$ cat src/rtl/mem_port_arbiter_if.sv
// Request/grant bundle between the four memory-port requesters and the arbiter.
// The arbiter uses the master side; requesters and the shared port use the slave side.
interface mem_port_arbiter_if;
  logic [3:0] req;
  logic       done;
  logic [3:0] gnt;
  logic [1:0] sel;
  logic       busy;
  logic       timeout;

  modport master (
    input  req,
    input  done,
    output gnt,
    output sel,
    output busy,
    output timeout
  );

  modport slave (
    output req,
    output done,
    input  gnt,
    input  sel,
    input  busy,
    input  timeout
  );
endinterface

$ cat src/rtl/mem_port_arbiter.sv
// Round-robin 4-way arbiter for the shared 32-bit memory port; grant follows req by 1 cycle.
// A grant is held until done, requester withdrawal, or MAX_HOLD cycles; arbitration only in IDLE.
module mem_port_arbiter #(
  parameter  int MAX_HOLD = 16,
  localparam int CNT_W    = $clog2(MAX_HOLD + 1)
) (
  input  logic                  clk,
  input  logic                  rst,
  mem_port_arbiter_if.master    bus
);

  typedef enum logic {IDLE, BUSY} state_t;

  localparam logic [CNT_W-1:0] HOLD_LAST = CNT_W'(MAX_HOLD - 1);

  state_t           state_q, state_d;
  logic [1:0]       ptr_q, ptr_d;
  logic [CNT_W-1:0] cnt_q, cnt_d;
  logic [3:0]       gnt_q, gnt_d;
  logic [1:0]       sel_q, sel_d;
  logic             busy_q, busy_d;
  logic             timeout_q, timeout_d;

  logic             found;
  logic [1:0]       pick;
  logic [1:0]       idx;
  logic             req_k;
  logic             hold_expired;

  // First requester at or after ptr, wrapping 3->0.
  always_comb begin
    found = 1'b0;
    pick  = ptr_q;
    idx   = ptr_q;
    for (int i = 0; i < 4; i++) begin
      idx = ptr_q + 2'(i);
      if (!found && bus.req[idx]) begin
        found = 1'b1;
        pick  = idx;
      end
    end
  end

  assign req_k        = bus.req[sel_q];
  assign hold_expired = (cnt_q == HOLD_LAST);

  always_comb begin
    state_d   = state_q;
    ptr_d     = ptr_q;
    cnt_d     = cnt_q;
    gnt_d     = gnt_q;
    sel_d     = sel_q;
    busy_d    = busy_q;
    timeout_d = 1'b0;
    case (state_q)
      IDLE: begin
        if (found) begin
          state_d = BUSY;
          gnt_d   = 4'b0001 << pick;
          sel_d   = pick;
          busy_d  = 1'b1;
          cnt_d   = '0;
        end
      end
      BUSY: begin
        if (bus.done || !req_k || hold_expired) begin
          // sel is left at k so the port mux stays stable through the idle cycle.
          state_d   = IDLE;
          gnt_d     = 4'b0000;
          busy_d    = 1'b0;
          ptr_d     = sel_q + 2'd1;
          timeout_d = !bus.done && req_k && hold_expired;
        end else begin
          cnt_d = cnt_q + 1'b1;
        end
      end
    endcase
  end

  always_ff @(posedge clk) begin
    if (rst) begin
      state_q   <= IDLE;
      ptr_q     <= 2'd0;
      cnt_q     <= '0;
      gnt_q     <= 4'b0000;
      sel_q     <= 2'd0;
      busy_q    <= 1'b0;
      timeout_q <= 1'b0;
    end else begin
      state_q   <= state_d;
      ptr_q     <= ptr_d;
      cnt_q     <= cnt_d;
      gnt_q     <= gnt_d;
      sel_q     <= sel_d;
      busy_q    <= busy_d;
      timeout_q <= timeout_d;
    end
  end

  assign bus.gnt     = gnt_q;
  assign bus.sel     = sel_q;
  assign bus.busy    = busy_q;
  assign bus.timeout = timeout_q;

endmodule

$ cat src/flat_wrapper.sv
// flat-port wrapper written by rule: the top's interface ports become plain ports
module mem_port_arbiter_flat 
#(
  parameter  int MAX_HOLD = 16,
  localparam int CNT_W    = $clog2(MAX_HOLD + 1)
)
  (clk, rst, bus_req, bus_done, bus_gnt, bus_sel, bus_busy, bus_timeout);
  mem_port_arbiter_if bus_i ();
  input  logic clk;
  input  logic rst;
  input wire logic [$bits(bus_i.req)-1:0] bus_req;
  input wire logic [$bits(bus_i.done)-1:0] bus_done;
  output wire logic [$bits(bus_i.gnt)-1:0] bus_gnt;
  output wire logic [$bits(bus_i.sel)-1:0] bus_sel;
  output wire logic [$bits(bus_i.busy)-1:0] bus_busy;
  output wire logic [$bits(bus_i.timeout)-1:0] bus_timeout;
  assign bus_i.req = bus_req;
  assign bus_i.done = bus_done;
  assign bus_gnt = bus_i.gnt;
  assign bus_sel = bus_i.sel;
  assign bus_busy = bus_i.busy;
  assign bus_timeout = bus_i.timeout;
  mem_port_arbiter #(.MAX_HOLD(MAX_HOLD)) u_core (.clk(clk), .rst(rst), .bus(bus_i));
endmodule
$ cat config.mk
export PLATFORM = sky130hd
export DESIGN_NAME = mem_port_arbiter_flat
export DESIGN_NICKNAME = d
export VERILOG_FILES = /design/src/rtl/mem_port_arbiter_if.sv /design/src/rtl/mem_port_arbiter.sv /design/src/flat_wrapper.sv
export SDC_FILE = /design/constraint.sdc
export NUM_CORES = 1
export LEC_CHECK = 0
export CAP_MARGIN = 10
export CELL_PAD_IN_SITES_DETAIL_PLACEMENT = 1
export CELL_PAD_IN_SITES_GLOBAL_PLACEMENT = 2
export CORE_AREA = 5 5 63 65
export CTS_CLUSTER_DIAMETER = 60
export DETAILED_ROUTE_END_ITERATION = 7
export DIE_AREA = 0 0 68 70
export PLACE_DENSITY = 0.77
export SYNTH_ARGS = -nofsm -noshare
export SYNTH_HDL_FRONTEND = slang
export SYNTH_SLANG_ARGS = --single-unit
$ cat constraint.sdc
create_clock -name clk -period 2 [get_ports clk]
set_input_delay 0.3 -clock clk [delete_from_list [all_inputs] [get_ports clk]]
set_output_delay 0.3 -clock clk [all_outputs]
set_load 0.02 [all_outputs]
-- Yosys cells after proc, flatten, opt, wreduce, memory -nomap -nowiden
Index checks and enable logic that the tools add are counted.
- add/subtract/negate cells: 5
- magnitude comparators: 5
- equality and inequality tests: 4
- shift operators: 1
- multiplexer cells: 29
- bitwise operators: 2
- reductions and logical operators: 17
- operator list (cell ; number):
    2-bit by 3-bit < comparator with 1-bit output (second input constant) ; 5
    1-bit two-way mux ; 13
    1-bit binary-select mux with 2-bit select ; 5
    5-bit two-way mux ; 2
    5-bit one-hot mux with 2 select lines ; 1
    4-bit two-way mux ; 2
    4-bit one-hot mux with 2 select lines ; 1
    2-bit AND reduction ; 4
    2-bit two-way mux ; 3
    5-bit by 1-bit adder with 5-bit output (second input constant) ; 1
    5-bit by 4-bit == test with 1-bit output (second input constant) ; 1
    1-bit logical AND ; 5
    1-bit logical NOT ; 5
    2-bit by 1-bit adder with 2-bit output (second input constant) ; 2
    2-bit adder (second input constant) ; 2
    2-bit != test (second input constant) ; 2
    1-bit one-hot mux with 2 select lines ; 2
    1-bit by 2-bit left shift with 4-bit output (first input constant) ; 1
    3-bit OR reduction ; 1
    1-bit logical OR ; 2
    2-bit by 1-bit != test with 1-bit output (second input constant) ; 1
    1-bit inverter ; 2
- flip-flop bits (word level): 16
- logic and storage cells: 70

-- Logic depth before layout (Yosys ltp)
- depth in word-level cells: 15
- mapped depth: 8
- mapped depth without buffers: 8

-- Worst setup path before layout
No wires, ideal clock.
- path type: reg-to-reg
- start point: reg u_core.cnt_q[0]
- end point: reg u_core.cnt_q[3]
- setup time: 79 ps
- data arrival time: 2096 ps
- required time: 1921 ps
- slack: -176 ps
- stages on the path, launching flop included: 8
- buffers on the path: 0
- clock period less this slack: 2176 ps
- cell sequence: dfxtp_1 ha_1 and3_1 ha_1 or4b_1 a2bb2oi_2 or3_1 a211oi_2
- word-level cells in the longest chain between the ends: 4
- elaborated cells between the ends (all ways): 7
- those cells by class: add/sub: 1; eq/ne: 2; mux: 2; reduce/logical: 2
- RTL lines (item ; line ; source):
    start, declared ; mem_port_arbiter.sv:18 ; logic [CNT_W-1:0] cnt_q, cnt_d;
    start signal, assigned ; mem_port_arbiter.sv:92 ; cnt_q <= cnt_d;
    branches (longest 4 deep; another with 5-bit by 1-bit adder with 5-bit output) ; - ;
Parallel ways; which one is timed is not known. The select of a mux whose other input is x is not followed.
A chain may end at the register's enable or synchronous reset.

-- Worst setup path in the final report
Same ends and word-level chain as after synthesis.

==> results.cfg <==
[sta]
fin_crit_ns = 2.10
finalClockSkew_ns = 0.00502
max_slew_margin = 0.781
worst_pin_slew_ns = 0.325
hold_violations = 0
layout_setup_ws_ns = -0.101
rsz0062_at_grt = true
fin_crit_sh = 1.05
fmax_mhz = 476
setup_viol = 9
drv_slew = 0

[routing]
dr.pass1.iters = 3
routedWlPerCell_um = 13.6
ant_nets = 0
drt_iter0_markers = 31
drcViolationCount = 0
vias_per_cell = 4.78
vias = 841
wirelength_um = 2400

[status]
status = finished with violations
violations = negative setup slack

[power_and_ir_drop]
leakage_uw = 0.000440
powerDensity_mw_per_mm2 = 629
peakVddDrop_mv = 0.292

[yosys]
syn_inst = 98
yosysWarnings = 0
ys_ff_latch = 16
syn_area_per_cell_um2 = 8.34
yosysSeqAreaShare = 0.392
async_reset_ff_frac = 0
synth_edf_count = 0
netlist.top_cell.by_area = dfxtp_1
synth_nets = 107
synth_cell_types = 32
synth_top_flop_cell = dfxtp_1
synth_area_um2 = 817
yosys-top-cells-area = dfxtp_1, a21oi_1, nand3_1
synth.top_cell.area_share = 0.392

[min_path]
min_path_type = reg -> reg

[cts]
clkTransAtPathRegs_ns = 0.10
cts-buffers-inserted = 3
cts_tree = yes
h-tree-depth = 1
root_buffer = clkbuf_4
holdBufCountCts = 0
cts_buffer_depth = 2
worstSkewPairLatency_ns = 0.29
cts_sinks = 16

[final_layout]
drive_gt1_frac = 0.285
fin_nets = 140
postLayoutCellArea_mm2 = 0.00125
area_growth_pct = 53.3
antenna_cells = 0
multi_input_area_um2 = 549
n_fill_cell = 393
ff_latch_area_um2 = 323

[critical_path]
end_kind = register
arrival_ns = 2.31
cp_num_buf_inv = 0
crit_slowest_cell = or4b_4
cp_cell_sequence = ha_4 > and3_4 > ha_4 > or4b_4 > a2bb2oi_4 > or3_4 > a211oi_2
cp_top_family = simple AND/OR/NAND/NOR gates
critPathKind = reg -> reg
startpoint_type = register
crit_fanout = 3
cp.required_ns = 2.21
crit_top_cell = ha_4
cpPeakStageDelay_ns = 0.49

[floorplan]
dieArea_mm2 = 0.00476
start_util = 0.249
die_w_um = 68
row_count = 21
fp.dieH_um = 70
design.portCount = 15
core_area_mm2 = 0.00328

[placed_design]
hpwl_um = 1780
dpl-instance-area_mm2 = 0.00114
gp_congestion = 0.782
dp_slack_ns = -0.0913
io_buffers = 14

[global_routing]
grt_usage = 0.111
grt_pass1_vias = 923
grt_antenna_before_repair = 0
grt_max_degree = 16
grt.overflow.total = 0
grt_pass1_wl_um = 4090

[run]
drv_cap = 0
-- layout make-up --
cell class | instances | area share
multi-input combinational | 75 | 0.439
sequential | 16 | 0.258
timing repair buffer | 30 | 0.214
tap | 46 | 0.0460
clock buffer | 4 | 0.0290
inverter | 5 | 0.0150
-- cell usage in the layout (no fill, tap or decap), types with 3 or more instances in the layout --
cell type        synthesis  routed
buf_4                    0      14
nand3b_1                 3       3
a21oi_1                 14      13
nand2_1                  6       5
nor2b_1                  3       3
dfxtp_1                 16      14
nand3_1                  8       7
clkbuf_4                 0       3
clkdlybuf4s50_1          0      14
inv_1                    5       5
nor2_1                  10       9
-- report_power, final --
group	internal, µW	switching (µW)	total [µW]
Clock	111	106	217
Combinational	106	104	210
Sequential	339	22.2	361
-- worst paths after layout --
kind | start | to | slack, ns | cells past startpoint
max | u_core.cnt_q[0] | u_core.cnt_q[3] | -0.10 | 7
min | u_core.bus.gnt[2] | u_core.bus.gnt[2] | 0.47 | 2
max reg2reg | u_core.cnt_q[0] | u_core.cnt_q[3] | -0.10 | 7
min reg2reg | u_core.bus.gnt[2] | u_core.bus.gnt[2] | 0.47 | 2
-- state kept, by name, indices dropped and copies added (netlist names) --
name and flops:
u_core.bus.busy 1, u_core.state_q 1, u_core.bus.gnt 4, u_core.bus.sel 2, u_core.ptr_q 2, u_core.cnt_q 5
u_core.bus.timeout 1
-- synthesized netlist by cell type (all sizes together) (2+ instances only) --
master and count:
nand3b 3, a21oi 14, a2bb2oi 2, nand3 8, clkbuf 2, ha 2, nand2 6, a211oi 3
nor2 10, or2 2, nor2b 3, o21ai 3, nor3 2, o31ai 2, inv 5, or3 3
dfxtp 16
-- routing by layer --
layer  global-route usage  vias to the layer above  routed length (µm)
met5                    0                        -                   0
met4               0.0397                        0                  13
met3               0.0240                        2                  91
met2                0.197                        9                1260
met1                0.125                      413                1030
li1                     -                      417                   -
-- worst reg2reg max path, stage by stage, from the launching register on --
cell and delay, ns:
dfxtp_2 0.35, ha_4 0.16, and3_4 0.18, ha_4 0.15, or4b_4 0.49, a2bb2oi_4 0.17, or3_4 0.33, a211oi_2 0.21
-- cell families (layout without fill, tap and decap cells) --
logic type,Yosys count,in the layout,share of synthesized area
compound gates,27,27,0.216
xor+xnor,2,2,0.0214
fa+ha+maj,2,2,0.0306
buf+inv,7,39,0.0322
flops,16,16,0.392
mux,2,2,0.0260
simple gates,42,42,0.282
-- timing repair --
action | 4_1_cts | 5_1_grt
setup buffers | 2 | 1
pin swaps | 4 | 10
endpoints found under the setup margin | 11 | 12
resized for setup | 4 | 6
endpoints found under the hold margin | 0 | 0
-- per-stage QoR --
step | instances | hold slack, ns | utilization | setup TNS, ns | power [µW]
finish | 176 | 0.468 | 0.381 | -0.304 | 787
detailed placement | 169 | 0.468 | 0.347 | -0.288 | 567
floorplan | 98 | 0.369 | - | -0.0635 | 471
CTS | 175 | 0.482 | 0.368 | -0.566 | 799
global placement | 169 | 0.458 | 0.347 | -0.0794 | 561
global route | 176 | 0.496 | 0.381 | -1.34 | 843
Power figures use the tool's default switching activity.
